**config.mk**
```make
export PLATFORM = sky130hd
export DESIGN_NAME = regfile_load_engine
export DESIGN_NICKNAME = d
export VERILOG_FILES = /design/src/rtl/regfile_load_engine_pkg.sv /design/src/rtl/regfile_load_outreg.sv /design/src/rtl/regfile_load_engine.sv
export SDC_FILE = /design/constraint.sdc
export NUM_CORES = 1
export LEC_CHECK = 0
export BUFFER_PORTS_ARGS = -buffer_cell sky130_fd_sc_hd__buf_2
export CAP_MARGIN = 0
export CORE_MARGIN = 5
export CORE_UTILIZATION = 43
export CTS_BUF_LIST = sky130_fd_sc_hd__clkbuf_4 sky130_fd_sc_hd__clkbuf_8 sky130_fd_sc_hd__clkbuf_16
export DETAILED_ROUTE_END_ITERATION = 8
export PLACE_DENSITY = 0.77
export SLEW_MARGIN = 20
export SYNTH_ARGS = -nofsm -noshare
export SYNTH_HDL_FRONTEND = slang
export SYNTH_SLANG_ARGS = --single-unit
```
**constraint.sdc**
```tcl
create_clock -name CLK -period 3.7 [get_ports CLK]
set_input_delay 0.74 -clock CLK [delete_from_list [all_inputs] [get_ports CLK]]
set_output_delay 0.74 -clock CLK [all_outputs]
set_load 0.01 [all_outputs]
```
**src/rtl/regfile_load_engine_pkg.sv**
```systemverilog
// Shared types and address helpers for the register-file load/dump engine.
package regfile_load_engine_pkg;

  typedef enum logic [1:0] {
    ST_IDLE,
    ST_LOAD,
    ST_DUMP,
    ST_FIN
  } state_e;

  typedef enum logic {
    OP_LOAD = 1'b0,
    OP_DUMP = 1'b1
  } op_e;

  // Address stepping wraps from hi back to lo so a block may straddle the top of the window.
  function automatic int unsigned wrap_next(input int unsigned addr, input int unsigned lo,
                                            input int unsigned hi);
    return (addr == hi) ? lo : addr + 1;
  endfunction

  function automatic logic cmd_legal(input int unsigned base, input int unsigned count,
                                     input int unsigned lo, input int unsigned hi);
    return (base >= lo) && (base <= hi) && (count <= hi - lo + 1);
  endfunction

endpackage

```
**src/rtl/regfile_load_outreg.sv**
```systemverilog
// Single-entry valid/ready output register: refills when empty or while being drained.
module regfile_load_outreg #(
  parameter int unsigned width = 1
) (
  input  logic             clk,
  input  logic             rst,
  input  logic             in_valid,
  output logic             in_ready,
  input  logic [width-1:0] in_data,
  input  logic             in_last,
  output logic             out_valid,
  input  logic             out_ready,
  output logic [width-1:0] out_data,
  output logic             out_last
);

  logic             valid_q, valid_d;
  logic [width-1:0] data_q, data_d;
  logic             last_q, last_d;

  // Kept outside the next-state block so the upstream push logic never sees a false loop.
  assign in_ready = !valid_q || out_ready;

  always_comb begin
    valid_d = valid_q;
    data_d  = data_q;
    last_d  = last_q;
    if (in_valid && in_ready) begin
      valid_d = 1'b1;
      data_d  = in_data;
      last_d  = in_last;
    end else if (out_ready) begin
      valid_d = 1'b0;
    end
  end

  always_ff @(posedge clk or posedge rst) begin
    if (rst) begin
      valid_q <= 1'b0;
      data_q  <= '0;
      last_q  <= 1'b0;
    end else begin
      valid_q <= valid_d;
      data_q  <= data_d;
      last_q  <= last_d;
    end
  end

  assign out_valid = valid_q;
  assign out_data  = data_q;
  assign out_last  = last_q;

endmodule

```
**src/rtl/regfile_load_engine.sv**
```systemverilog
// Command-driven sequencer that streams blocks into (LOAD) or out of (DUMP) a register file.
module regfile_load_engine
  import regfile_load_engine_pkg::*;
#(
  parameter int unsigned addr_width = 1,
  parameter int unsigned data_width = 1,
  parameter int unsigned lo         = 0,
  parameter int unsigned hi         = 1
) (
  input  logic                  CLK,
  input  logic                  RST,
  input  logic                  CMD_VALID,
  output logic                  CMD_READY,
  input  logic                  CMD_OP,
  input  logic [addr_width-1:0] CMD_BASE,
  input  logic [addr_width:0]   CMD_COUNT,
  input  logic                  LD_VALID,
  output logic                  LD_READY,
  input  logic [data_width-1:0] LD_DATA,
  output logic                  DP_VALID,
  input  logic                  DP_READY,
  output logic [data_width-1:0] DP_DATA,
  output logic                  DP_LAST,
  output logic [addr_width-1:0] RF_ADDR_IN,
  output logic [data_width-1:0] RF_D_IN,
  output logic                  RF_WE,
  output logic [addr_width-1:0] RF_ADDR_RD,
  input  logic [data_width-1:0] RF_D_OUT,
  output logic                  BUSY,
  output logic                  DONE,
  output logic                  ERR
);

  localparam logic [addr_width:0] CNT_ONE = (addr_width + 1)'(1);

  state_e                state_q, state_d;
  logic                  err_q, err_d;
  logic [addr_width-1:0] addr_q, addr_d;
  logic [addr_width:0]   rem_q, rem_d;
  logic                  we_q, we_d;
  logic [addr_width-1:0] wa_q, wa_d;
  logic [data_width-1:0] wd_q, wd_d;

  logic ld_hs, push, push_last, ob_in_ready, ob_valid, ob_last;

  assign ld_hs     = (state_q == ST_LOAD) && (rem_q != '0) && LD_VALID;
  assign push      = (state_q == ST_DUMP) && (rem_q != '0) && ob_in_ready;
  assign push_last = (rem_q == CNT_ONE);

  // NOTE: every signal gets its hold/idle default first, so no path through the case leaves one unassigned (no latches).
  always_comb begin
    state_d = state_q;
    err_d   = err_q;
    addr_d  = addr_q;
    rem_d   = rem_q;
    we_d    = 1'b0;
    wa_d    = wa_q;
    wd_d    = wd_q;
    unique case (state_q)
      ST_IDLE: begin
        if (CMD_VALID) begin
          addr_d = CMD_BASE;
          rem_d  = CMD_COUNT;
          err_d  = 1'b0;
          if (!cmd_legal(32'(CMD_BASE), 32'(CMD_COUNT), lo, hi)) begin
            err_d   = 1'b1;
            state_d = ST_FIN;
          end else if (CMD_COUNT == '0) begin
            state_d = ST_FIN;
          end else begin
            state_d = (CMD_OP == OP_DUMP) ? ST_DUMP : ST_LOAD;
          end
        end
      end
      ST_LOAD: begin
        if (ld_hs) begin
          we_d   = 1'b1;
          wa_d   = addr_q;
          wd_d   = LD_DATA;
          addr_d = addr_width'(wrap_next(32'(addr_q), lo, hi));
          rem_d  = rem_q - CNT_ONE;
          if (push_last) state_d = ST_FIN;
        end
      end
      ST_DUMP: begin
        if (push) begin
          addr_d = addr_width'(wrap_next(32'(addr_q), lo, hi));
          rem_d  = rem_q - CNT_ONE;
        end
        if (ob_valid && DP_READY && ob_last) state_d = ST_FIN;
      end
      ST_FIN:  state_d = ST_IDLE;
      default: state_d = ST_IDLE;
    endcase
  end

  // NOTE: state updates use <= so every flop samples the pre-edge values computed above.
  always_ff @(posedge CLK or posedge RST) begin
    if (RST) begin
      state_q <= ST_IDLE;
      err_q   <= 1'b0;
      addr_q  <= '0;
      rem_q   <= '0;
      we_q    <= 1'b0;
      wa_q    <= '0;
      wd_q    <= '0;
    end else begin
      state_q <= state_d;
      err_q   <= err_d;
      addr_q  <= addr_d;
      rem_q   <= rem_d;
      we_q    <= we_d;
      wa_q    <= wa_d;
      wd_q    <= wd_d;
    end
  end

  regfile_load_outreg #(
    .width(data_width)
  ) u_outreg (
    .clk      (CLK),
    .rst      (RST),
    .in_valid (push),
    .in_ready (ob_in_ready),
    .in_data  (RF_D_OUT),
    .in_last  (push_last),
    .out_valid(ob_valid),
    .out_ready(DP_READY),
    .out_data (DP_DATA),
    .out_last (ob_last)
  );

  // Gated with RST so the command port reads 0 for the whole reset pulse, not just after it.
  assign CMD_READY  = (state_q == ST_IDLE) && !RST;
  assign LD_READY   = (state_q == ST_LOAD) && (rem_q != '0);
  assign DP_VALID   = ob_valid;
  assign DP_LAST    = ob_last;
  assign RF_ADDR_IN = wa_q;
  assign RF_D_IN    = wd_q;
  assign RF_WE      = we_q;
  assign RF_ADDR_RD = addr_q;
  assign BUSY       = (state_q != ST_IDLE);
  assign DONE       = (state_q == ST_FIN);
  assign ERR        = (state_q == ST_FIN) && err_q;

endmodule

```
Word-level counts from Yosys, hierarchy flattened
Cells that the tools add are included.
Widths: inputs -> output; s select.
{"block": "word_totals", "ff_bits": 12, "elab_cells": 66}
{"block": "op_classes", "reduce_logical": 22, "n_eq_ne": 9, "muxes": 22, "add_sub_neg": 2, "magnitude_cmp": 1}
{"op": "$mux 2", "count": 10}
{"op": "$logic_and 1x1->1", "count": 9}
{"op": "$mux 1", "count": 9}
{"op": "$pmux 2 s4", "count": 1}
{"op": "$reduce_and 4->1", "count": 2}
{"op": "$ne 2x1->1 const B", "count": 3}
{"op": "$pmux 2 s3", "count": 1}
{"op": "$reduce_bool 2->1", "count": 3}
{"op": "$eq 2x1->1 const B", "count": 2}
{"op": "$eq 2x2->1 const B", "count": 2}
{"op": "$logic_not 2->1", "count": 2}
{"op": "$ne 2x2->1 const B", "count": 2}
{"op": "$reduce_and 2->1", "count": 2}
{"op": "$pmux 1 s3", "count": 1}
{"op": "$reduce_bool 3->1", "count": 1}
{"op": "$le 2x2->1 const B", "count": 1}
{"op": "$logic_not 1->1", "count": 2}
{"op": "$sub 2x1->2 const B", "count": 1}
{"op": "$add 1x1->1 const B", "count": 1}
{"op": "$logic_or 1x1->1", "count": 1}

Logic depth before layout (Yosys ltp)
Gate-level depths: netlist of the first run.
{"block": "depth", "ltp_word": 5, "ltp_mapped": 6, "mapped_depth_nobuf": 6}

Cells and area by module
From an unflattened synthesis of the first run, not the netlist that was laid out.
{"block": "hier_totals", "cells_unflattened": 71, "hier_area_um2": 760.7}
{"mod": "regfile_load_engine", "seq_area_each_um2": 225.2, "n_inst": 1, "area_each_um2": 624.3, "cells_per_inst": 62}
{"mod": "regfile_load_outreg", "seq_area_each_um2": 75.1, "n_inst": 1, "area_each_um2": 136.4, "cells_per_inst": 9}

Worst setup path after synthesis of the first run
OpenSTA, ideal clock, no wires.
{"block": "synth_timing", "path_kind": "reg2out", "start": "register state_q[0]", "end": "output port CMD_READY", "arrival_time_ps": 1023, "path_stages_with_launch": 5, "setup_slack_ps": 1937, "cell_sequence": "dfrtp_1 inv_1 ha_1 inv_1 nor2_1"}
{"block": "synth_via", "elab_chain_cells": 2}
{"item": "from (decl)", "line": "regfile_load_engine.sv:36", "text": "state_e state_q, state_d;"}
{"item": "from (signal assigned)", "line": "regfile_load_engine.sv:108", "text": "state_q <= state_d;"}
{"item": "$logic_not 2->1", "line": "regfile_load_engine.sv:134", "text": "assign CMD_READY = (state_q == ST_IDLE) && !RST;"}
{"item": "$logic_and 1x1->1", "line": "regfile_load_engine.sv:134"}
{"item": "to (decl)", "line": "regfile_load_engine.sv:13", "text": "output logic CMD_READY,"}
No other way between the ends.

Worst setup path in the final report of the first run
Same ends and word-level chain as after synthesis.

==> results.md, run 1 <==
* Post-CTS Setup Inserts at 0
* CTS root buffer: clkbuf_4
* Unrepaired setup endpoints after global routing: false
* Residual DRC at 0
* GRT Overall Usage at between 10 and 15%
* Syn_nets at 90
* Syn avg cell area at approximately 10 um^2
* Placed wire-length estimate at 1.193 mm
* Initial core utilization at around 47%
* Final hold vios at 0
* Cell Int Power at approximately 0.48 mW
* CTS clk-pin slew, worst paths at ~0.080 ns
* Sequential element share of the synthesized area at 41.38%
* Clock share of power at about an eighth
* Count of different cell masters after synthesis at 21
* Fillcell total at ~140
* First-pass GRT wire length at 2.394 mm
* P_sw at approximately 0.33 mW
* Port Buffers at 22
* Clock Path Buffers at 2
* Pwr dens at between 900 and 1000 nW/um^2
* Layout cells sized above 1 at approximately a third
* Critical path class: reg2out
* Leakage Power at 0.4815 nW
* Yosys warns at 0
* CTS tree: done
* Post-Synth Adder-Cell Area at between 10% and 20%
* Reg-to-reg endpoint: rem_q[0]
* Initial DRC count at 2
* Mapped cell area at ~730 um^2
* Largest net degree at the start of global routing at 13
* Post-Synthesis Cells at 72
* Worst setup SP type: flip-flop
* CTS buffer count at 3
* Vias in the first global route at a little under 600
* Core Box Area at about 1600 um^2
* Non-filler cells in the finished layout at between 100 and 150
* Final GP Congestion at 0.8217
* Clk Latency, worst-skew pair at about 0.28 ns
* Period utilisation layout at around 58%
* Resize count post-CTS at 0
* Antenna Cells at 0
* Post-DP Area at between 800 and 900 um^2
* Post-synthesis xor/xnor area fraction at 1.207%
* Worst ir drop on vdd at approximately 0.00037 V
* Wire per inst at around 12 um
* Final setup fails at 0
* H-tree levels at 1
* Post-synthesis compound-gate area fraction at 10.86%
* Clock Skew at around 0.0074 ns
* Design Area, Final at roughly 900 um^2
* Fin nets at about 120
* WL final at roughly 1.4 mm
* Grt ovf at 0
* Critical path's slowest cell: dfrtp_1
* Initial antenna violation count at 0
* Crit path cell chain: inv_1 > ha_1 > inv_1 > nor2_1 > buf_2
* Final ANT Viol Nets at 0
* Largest cells by area after synthesis: dfrtp_1 41%, ha_1 12%, mux2_2 6.2%
* Layout area overhead at 22.93%
* Worst Tran Pin Value at 0.4586 ns
* Synth Area in Simple Gates at 20.00%
* Tmin final at 2.131 ns
* Die height at 51.08 um
* Fmax at 469.3 MHz
* Die width at between 50 and 60 um
* Largest family of logic cells by synthesized area: simple AND/OR/NAND/NOR gates
* Detailed-route via count at around 580
* Critical path capture point type: output port
* Mux contribution to synthesized area at about a tenth
* Logic pwr share at between 50% and 60%
* Worst reg-to-reg setup slack at 1.98 ns
* Status: complete, no violations
* Top Ports at 23
* Data arrival, critical path at roughly 1.4 ns
* Synth Register Bits at 12
* Critical R2R Launch: state_q[0]
* Sw Share at between 40 and 50%
* Max_cap viols at 0
* Rel. slew slack at a little under 70%
* Hold_buf cts at 0
* Worst EP required at a little under 3 ns
* Worst Hold Class: in2async
* Synth top area share at approximately 41%
* Die area at roughly 2600 um^2
* Post-Place Cells at 110
* Critical path peak fanout at 7
* Worst path max stage delay at 0.42 ns
* CTS Sinks at 12
* Sequential share of power at 29.1%
* Worst reg2reg path depth at 6
* DRT Pass-1 Iters at 2
* Number of vias per cell at slightly above 5
* CP dominant cell by count: inv_1
* Area leader, netlist: dfrtp_1
* Site Rows at 14
* Final cell utilization of the core at approximately 57%
* Slew Limit Fails at 0
* Setup TNS at 0 ns
[worst max-delay path by stage]
stage / slack [ns] / end / from
after global routing: 1.45 / CMD_READY / state_q[1]
final: 1.57 / CMD_READY / state_q[0]
after detailed placement: 1.87 / CMD_READY / state_q[0]
after global placement: 1.90 / CMD_READY / state_q[0]
after floorplan: 1.94 / CMD_READY / state_q[0]
after CTS: 1.57 / CMD_READY / state_q[0]
[registers in the layout, indices dropped and copies added (netlist names)]
register	cells
rem_q	2
state_q	2
RF_ADDR_IN	1
RF_ADDR_RD	1
RF_D_IN	1
RF_WE	1
err_q	1
u_outreg.out_data	1
u_outreg.out_last	1
u_outreg.out_valid	1
[cells in the mapped netlist]
library cell	n
dfrtp_1	12
inv_1	8
ha_1	7
nand2_1	6
nor2_1	6
nand2b_1	5
nand3_1	5
mux2_2	4
mux2i_1	3
o21ai_0	3
a22o_1	2
nor2b_1	2
a211oi_4	1
a221oi_2	1
and2_1	1
and2_2	1
and2b_1	1
and2b_4	1
o21ai_1	1
o22ai_1	1
xor2_1	1
[power groups by stage]
stage	Sequential (mW)	Combinational, mW	Clock [mW]
2_1_floorplan	0.249	0.339	0
3_3_place_gp	0.236	0.459	0
3_5_place_dp	0.240	0.477	0
4_1_cts	0.237	0.478	0.109
5_1_grt	0.245	0.527	0.114
6_report	0.236	0.471	0.105
[cells in the final DEF (no fill, tap or decap), types with 2 or more instances in the layout]
master	netlist	routed
nor2b_1	2	2
inv_1	8	8
mux2_2	4	4
ha_1	7	7
a22o_1	2	2
nand2b_1	5	5
nor2_1	6	6
nand3_1	5	5
clkbuf_4	0	3
buf_2	0	22
dfrtp_1	12	12
o21ai_0	3	3
mux2i_1	3	3
nand2_1	6	6
[layout make-up]
class | count | area (um^2) | area share, %
tap | 16 | 20.02 | 2.244
timing repair buffer | 22 | 110.1 | 12.34
multi-input combinational | 52 | 395.4 | 44.32
sequential | 12 | 300.3 | 33.66
clock buffer | 4 | 36.28 | 4.067
inverter | 8 | 30.03 | 3.366
[per-stage QoR]
step | hold slack, ns | total power [mW] | setup WS (ns)
5_1_grt | 0.5062 | 0.8859 | 1.454
3_5_place_dp | 0.4767 | 0.7167 | 1.875
3_3_place_gp | 0.4694 | 0.6942 | 1.901
6_report | 0.4664 | 0.8125 | 1.569
4_1_cts | 0.4798 | 0.8243 | 1.565
2_1_floorplan | 0.4409 | 0.5884 | 1.937
[worst max-delay path, delay by kind of cell, from the launching register on]
kind,cells,cell delay [ns]
adder cells (fa/ha/maj),1,0.28
AND/OR/NAND/NOR,1,0.10
buffers and inverters,3,0.32
flip-flops,1,0.42
[routing by layer]
| metal | global-route usage (%) | share of wire [%] | vias to the layer above |
|---|---|---|---|
| met3 | 1.163 | 5.0 | 5 |
| met5 | 0 | 0 | - |
| li1 | - | - | 293 |
| met1 | 13.72 | 42 | 270 |
| met4 | 10.76 | 3.4 | 0 |
| met2 | 20.82 | 50 | 16 |
[cell families after synthesis]
group,count (synthesis)
AOI/OAI and AO/OA,9
xor gates and xnor gates,1
adders and majority gates,7
buffers and inverters,8
DFF,12
muxes,7
and+or+nand+nor,28
No activity file was read; power rests on OpenSTA's default activity.
==> inputs of run 2 (changes only) <==
Settings changed: ABC_AREA set to 1, PLACE_DENSITY 0.77 to 0.79.
Clock period 3.7 ns to 1.9 ns, I/O delays scaled along.
==> run 2 against run 1 <==
Power up 85%. First-iteration DRC count increased to 4.5 times the previous value. Clock skew decreased by 0.0035 ns. Final cell count is 32% higher. Sequential power up 95%. Non-clock buffer count stayed put. Synthesized cell count grew 40%. Worst hold slack worse by 0.35 ns. Register-to-register slack got worse by 1.5 ns. Global-route usage grew 1.1 points. Largest power group unchanged. Highest routed layer unchanged.
==> results.md, run 2 <==
* Critical path capture point type: output port
* Post-Place Cells at 148 (+35%)
* Top flop regs: rem_q (2), state_q (2)
* Die height at 51.92 um (+1.6%)
* Largest net degree at the start of global routing at 13 (unchanged)
* Post-Synthesis Cells at 101 (+40%)
* CTS root buffer: clkbuf_4
* Die area at 2696 um^2 (+3.3%)
* Fmax at 575.3 MHz
* Top cells by count, synth: 39 x nand2_1, 16 x inv_1, 12 x dfrtp_1, 7 x ha_1, 5 x nand3_1
* DRT Pass-1 Iters at 4 (+2)
* Max_cap viols at 0 (unchanged)
* Worst ir drop on vdd at 0.0009054 V (+150%)
* Layout area overhead at 21.69%
* First-pass GRT wire length at 2.691 mm (+12%)
* GRT Overall Usage at 13.36% (+1.1 points)
* Post-synth top flop: dfrtp_1
* Port Buffers at 22 (unchanged)
* Worst reg-to-reg setup slack at 0.46 ns (-1.52 ns)
* Vias in the first global route at 700 (+19%)
* Final ANT Viol Nets at 0 (unchanged)
* Data arrival, critical path at 1.36 ns (-0.03 ns)
* H-tree levels at 1 (unchanged)
* Worst Hold Class: in2async
* Fillcell total at 175 (+22%)
* Ys async rst share at 100.0% (unchanged)
* Initial core utilization at 44.25% (-2.3 points)
* Grt ovf at 0 (unchanged)
* Period utilisation layout at between 90% and 100%
* Worst setup SP type: flip-flop
* Number of vias per cell at 4.550 (-11%)
* Detailed-route via count at 687 (+18%)
* CTS buffer count at 3 (unchanged)
* Clock Path Buffers at 2 (unchanged)
* Tmin final at between 1.5 and 2 ns
* Resize count post-CTS at 0 (unchanged)
* Critical R2R Launch: state_q[0]
* Sw Share at 47.30% (+7.0 points)
* Yosys warns at 0 (unchanged)
* Wire per inst at 10.01 um (-19%)
* Mapped cell area at 755.7 um^2 (+4.1%)
* Unrepaired setup endpoints after global routing: false
* Syn avg cell area at 7.482 um^2 (-26%)
* Commonest non-fill, non-tap cell in the layout: nand2_1
* Status: complete, no violations
* Clock Skew at 0.003932 ns (-0.003500 ns)
* Critical path origin: state_q[0]
* Worst EP required at 1.52 ns (-1.44 ns)
* Largest cells by area after synthesis: dfrtp_1 40%, nand2_1 19%, ha_1 12%
* Critical path class: reg2out
* Initial DRC count at 9 (+7)
* Count of different cell masters after synthesis at 17 (-19%)
* Sequential element share of the synthesized area at 39.74% (-1.6 points)
* Area leader, netlist: dfrtp_1
* Logic pwr share at 59.4% (+1.4 points)
* Rel. slew slack at 69.26% (-0.14 points)
* Post-CTS Setup Inserts at 0 (unchanged)
* Slew Limit Fails at 0 (unchanged)
* Placed wire-length estimate at 1.287 mm (+7.9%)
* Clk Latency, worst-skew pair at 0.26 ns (-0.02 ns)
* WL final at 1.511 mm (+6.9%)
* Initial antenna violation count at 0 (unchanged)
* Die width at 51.92 um (+1.6%)
* Leakage Power at 0.5606 nW (+16%)
* Syn_nets at 119 (+32%)
* Non-filler cells in the finished layout at 151 (+32%)
* Site Rows at 15 (+1)
* Worst Tran Pin Value at 0.4606 ns (+0.002034 ns)
* Clock share of power at 10.0% (-2.9 points)
* Residual DRC at 0 (unchanged)
* Layout cells sized above 1 at 26.98% (-7.7 points)
* Core Box Area at 1708 um^2 (+9.6%)
* Critical path peak fanout at 5 (-2)
* Synth Register Bits at 12 (unchanged)
* Final setup fails at 0 (unchanged)
* Synth top area share at 39.74% (-1.6 points)
* Most numerous cell in the Yosys netlist: nand2_1
* CTS clk-pin slew, worst paths at 0.07 ns (about the same)
* Antenna Cells at 0 (unchanged)
* Setup TNS at 0 ns (unchanged)
* Top Ports at 23 (unchanged)
* EDFF count, synth at 0 (unchanged)
* P_sw at 0.7121 mW (+120%)
* Pwr dens at 1637 nW/um^2 (+80%)
* Hold_buf cts at 0 (unchanged)
* Sequential share of power at 30.6% (+1.5 points)
* Most frequent cells in the layout: 39 x nand2_1, 22 x buf_2, 16 x inv_1
* CTS tree: done
* Fin nets at 146 (+25%)
* Final hold vios at 0 (unchanged)
* Final GP Congestion at 0.8604 (+4.7%)
* Cell Int Power at 0.7934 mW (+64%)
* CTS Sinks at 12 (unchanged)
-- run 2: cell count changes after synthesis, sizes merged, moves of 3 or more --
cell,previous run,this run
mux2i,3,0
nand2b,5,0
nand2,6,41
inv,8,18
mux2,4,0
nand4,0,3
-- run 2: path summary, 6_finish.rpt --
check                                    end  depth (start not counted)
max in group asynchronous  u_outreg.out_last                          2
max                                CMD_READY                          5
max reg2reg                         rem_q[1]                          9
min in group CLK                     RF_D_IN                          3
min reg2reg                          RF_D_IN                          2
min                                  RF_D_IN                          2
-- run 2: power by group through the flow --
stage	registers (mW)	clock network (mW)	logic [mW]
after global routing	0.478	0.168	1.05
after CTS	0.462	0.155	0.913
after detailed placement	0.468	0	0.906
final	0.460	0.151	0.894
after floorplan	0.485	0	0.637
after global placement	0.462	0	0.884
-- run 2: cell type report --
class | instances | area [um^2] | share of cell area (%)
timing repair buffer | 22 | 110.1 | 11.97
tap | 25 | 31.28 | 3.401
sequential | 12 | 300.3 | 32.65
multi-input combinational | 71 | 387.9 | 42.18
inverter | 18 | 67.56 | 7.347
clock buffer | 3 | 22.52 | 2.449
-- run 2: cell families after synthesis --
| family | count (synthesis) | synth area share, % |
|---|---|---|
| compound gates | 7 | 5.298 |
| fa+ha+maj | 7 | 11.59 |
| flops | 12 | 39.74 |
| simple gates | 57 | 34.44 |
| buf+inv | 18 | 8.941 |
-- run 2: routing by layer --
| metal | global-route usage (%) | vias to the layer above | part of all wire [%] |
|---|---|---|---|
| met5 | 0 | - | 0 |
| met4 | 6.987 | 0 | 1.4 |
| met3 | 2.579 | 2 | 8.3 |
| met2 | 21.97 | 25 | 44 |
| met1 | 16.31 | 298 | 46 |
| li1 | - | 362 | - |
-- run 2: worst max-delay path, cell delays in order, from the launching register on --
cell and delay, ns:
dfrtp_1 0.43, inv_1 0.10, ha_1 0.26, inv_2 0.09, nor2_1 0.09, buf_2 0.13
-- run 2: stage by stage --
| stage | power [mW] | hold slack [ns] | cell area, um^2 | util [%] | worst slack (ns) |
|---|---|---|---|---|---|
| 2_1_floorplan | 1.122 | 0.2447 | 755.7 | - | 0.5506 |
| 3_3_place_gp | 1.347 | 0.4292 | 897.1 | 52.53 | 0.4905 |
| 3_5_place_dp | 1.374 | 0.4313 | 897.1 | 52.53 | 0.4513 |
| 4_1_cts | 1.530 | 0.1435 | 919.6 | 53.85 | 0.1546 |
| 5_1_grt | 1.692 | 0.1717 | 919.6 | 53.85 | 0.05550 |
| 6_report | 1.505 | 0.1210 | 919.6 | 53.85 | 0.1617 |
==> inputs of run 3 (changes only) <==
Settings changed: ABC_AREA 1 to unset, PLACE_DENSITY 0.79 to 0.8.
==> run 3 against run 2 <==
Non-clock buffer count unchanged. Critical path type unchanged. Register-to-register slack lost 0.24 ns. Critical endpoint is now LD_READY. Cell area decreased by 2.7%. Flip-flop and latch count unchanged.
==> results.md, run 3 (synthesis results as in run 1) <==
* Period utilisation layout at 93.95% (+2.5 points)
* Final cell utilization of the core at 57.38% (+3.5 points)
* Initial antenna violation count at 0 (unchanged)
* Worst ir drop on vdd at 0.0007155 V (-21%)
* Initial DRC count at 6 (-3)
* Fin nets at 117 (-20%)
* H-tree levels at 1 (unchanged)
* Max_cap viols at 0 (unchanged)
* Largest net degree at the start of global routing at 13 (unchanged)
* Die area at 2609 um^2 (-3.2%)
* Worst reg2reg path depth at 6 (-3)
* GRT Overall Usage at 12.46% (-0.90 points)
* Antenna Cells at 0 (unchanged)
* Clk Latency, worst-skew pair at 0.28 ns (+0.02 ns)
* Rel. slew slack at 68.96% (-0.29 points)
* Grt ovf at 0 (unchanged)
* Setup TNS at 0 ns (unchanged)
* Number of cells on the critical path at 4 (-1)
* Worst reg-to-reg setup slack at 0.22 ns (-0.24 ns)
* Critical path origin: state_q[1]
* Die height at 51.08 um (-1.6%)
* CP endpoint: LD_READY
* Die width at 51.08 um (-1.6%)
* DRT Pass-1 Iters at 4 (unchanged)
* Post-CTS Setup Inserts at 0 (unchanged)
* Status: complete, no violations
* Cell Int Power at 0.9510 mW (+20%)
* Critical R2R Launch: rem_q[0]
* Most frequent cells in the layout: 22 x buf_2, 12 x dfrtp_1, 8 x inv_1
* Initial core utilization at 46.55% (+2.3 points)
* Tmin final at 1.785 ns (+0.04684 ns)
* Sw Share at 40.65% (-6.6 points)
* Clock share of power at 13.1% (+3.1 points)
* Global-route met2 utilization at 20.39% (-1.6 points)
* Detailed-route via count at 587 (-15%)
* Critical path class: reg2out
* Site Rows at 14 (-1)
* Final GP Congestion at 0.8302 (-3.5%)
* Crit path cell chain: inv_1 > ha_1 > and2b_1 > buf_2
* Wire per inst at 12.66 um (+26%)
* Buf/Inv on CP at 2 (-1)
* Leakage Power at 0.4798 nW (-14%)
* Clock Skew at 0.004074 ns (+0.0001413 ns)
* Slew Limit Fails at 0 (unchanged)
* Number of vias per cell at 5.149 (+13%)
* Fmax at 560.2 MHz (-2.6%)
* Residual DRC at 0 (unchanged)
* Met3 Track Usage GR at 2.035% (-0.54 points)
* Data arrival, critical path at 1.41 ns (+0.05 ns)
* Commonest non-fill, non-tap cell in the layout: buf_2
* Reg-to-reg endpoint: rem_q[0]
* Critical path's slowest cell: dfrtp_1
* Placed wire-length estimate at 1.099 mm (-15%)
* Top Family by Delay on Critical Path: flip-flops
* Final ANT Viol Nets at 0 (unchanged)
* CTS buffer count at 3 (unchanged)
* Worst path max stage delay at 0.42 ns (about the same)
* Sequential share of power at 28.8% (-1.8 points)
* Logic pwr share at 58.1% (-1.3 points)
* Top Ports at 23 (unchanged)
* Met1 usage at 15.11% (-1.2 points)
* Unrepaired setup endpoints after global routing: false
* Pwr dens at 1791 nW/um^2 (+9.4%)
* Final hold vios at 0 (unchanged)
* Top flop regs: rem_q (2), state_q (2)
* Core Box Area at 1559 um^2 (-8.7%)
* Layout cells sized above 1 at 35.71% (+8.7 points)
* Vias in the first global route at 575 (-18%)
* Layout area overhead at 23.28%
* Worst EP required at 1.52 ns (about the same)
* Worst Tran Pin Value at 0.4650 ns (+0.004391 ns)
* Critical path peak fanout at 4 (-1)
* WL final at 1.443 mm (-4.5%)
* Final setup fails at 0 (unchanged)
* CTS clk-pin slew, worst paths at 0.08 ns (about the same)
* First-pass GRT wire length at 2.435 mm (-9.5%)
* GRT busiest layer: met2
* Port Buffers at 22 (unchanged)
* CTS Sinks at 12 (unchanged)
* Clock Path Buffers at 2 (unchanged)
* Critical path capture point type: output port
* CTS tree: done
* CTS root buffer: clkbuf_4
* P_sw at 0.6513 mW (-8.5%)
* Worst Hold Class: in2async
* Worst setup SP type: flip-flop
## run 3: cell count changes in the layout (fill, tap and decap cells not counted), moves of 2 or more
cell | previous run | this run
nor2_4 | 2 | 0
mux2i_1 | 0 | 3
inv_1 | 16 | 8
nand2b_1 | 0 | 5
nor2b_1 | 0 | 2
mux2_2 | 0 | 4
nand2_1 | 39 | 6
nand4_1 | 3 | 0
inv_2 | 2 | 0
a22o_1 | 0 | 2
nor2_1 | 3 | 6
nand2_2 | 2 | 0
## run 3: routing by layer
metal | vias up | part of all wire (%)
met4 | 0 | 1.7
met1 | 274 | 43
li1 | 292 | -
met5 | - | 0
met3 | 4 | 5.3
met2 | 17 | 50
## run 3: power groups by stage
stage | clock, mW | sequential, mW | combinational [mW]
5_1_grt | 0.229 | 0.478 | 1.04
6_report | 0.209 | 0.462 | 0.931
3_5_place_dp | 0 | 0.468 | 0.911
4_1_cts | 0.211 | 0.463 | 0.926
3_3_place_gp | 0 | 0.458 | 0.894
2_1_floorplan | 0 | 0.485 | 0.661
## run 3: what timing repair did
| action | 4_1_cts | 5_1_grt |
|---|---|---|
| hold buffers | 0 | 0 |
| endpoints found under the setup margin | 0 | 1 |
| resized for setup | 0 | 1 |
| hold endpoints to repair | 0 | 0 |
## run 3: final cells by class
class                   instances  area [um^2]
inverters                       8        30.03
clock buffers                   4        36.28
multi-input cells              52        397.9
well taps                      16        20.02
fillers                       139        664.4
flip-flops and latches         12        300.3
repair buffers                 22        110.1
## run 3: through the flow
step	instances	worst slack, ns	area (um^2)	power, mW	hold WS, ns
6_report	114	0.1149	894.6	1.602	0.1046
5_1_grt	114	0.01524	894.6	1.749	0.1587
4_1_cts	114	0.1103	892.1	1.600	0.1244
3_5_place_dp	110	0.2089	855.8	1.379	0.4292
3_3_place_gp	110	0.2858	855.8	1.352	0.4173
2_1_floorplan	72	0.3486	725.7	1.146	0.2447
## run 3: worst min-delay path by stage
stage          from    endpoint  slack [ns]  cells past startpoint
2_1_floorplan   RST  RF_ADDR_IN        0.24                      1
3_3_place_gp    RST       err_q        0.42                      2
3_5_place_dp    RST       err_q        0.43                      2
4_1_cts         RST       err_q        0.12                      2
5_1_grt         RST       err_q        0.16                      2
6_report        RST       err_q        0.10                      2
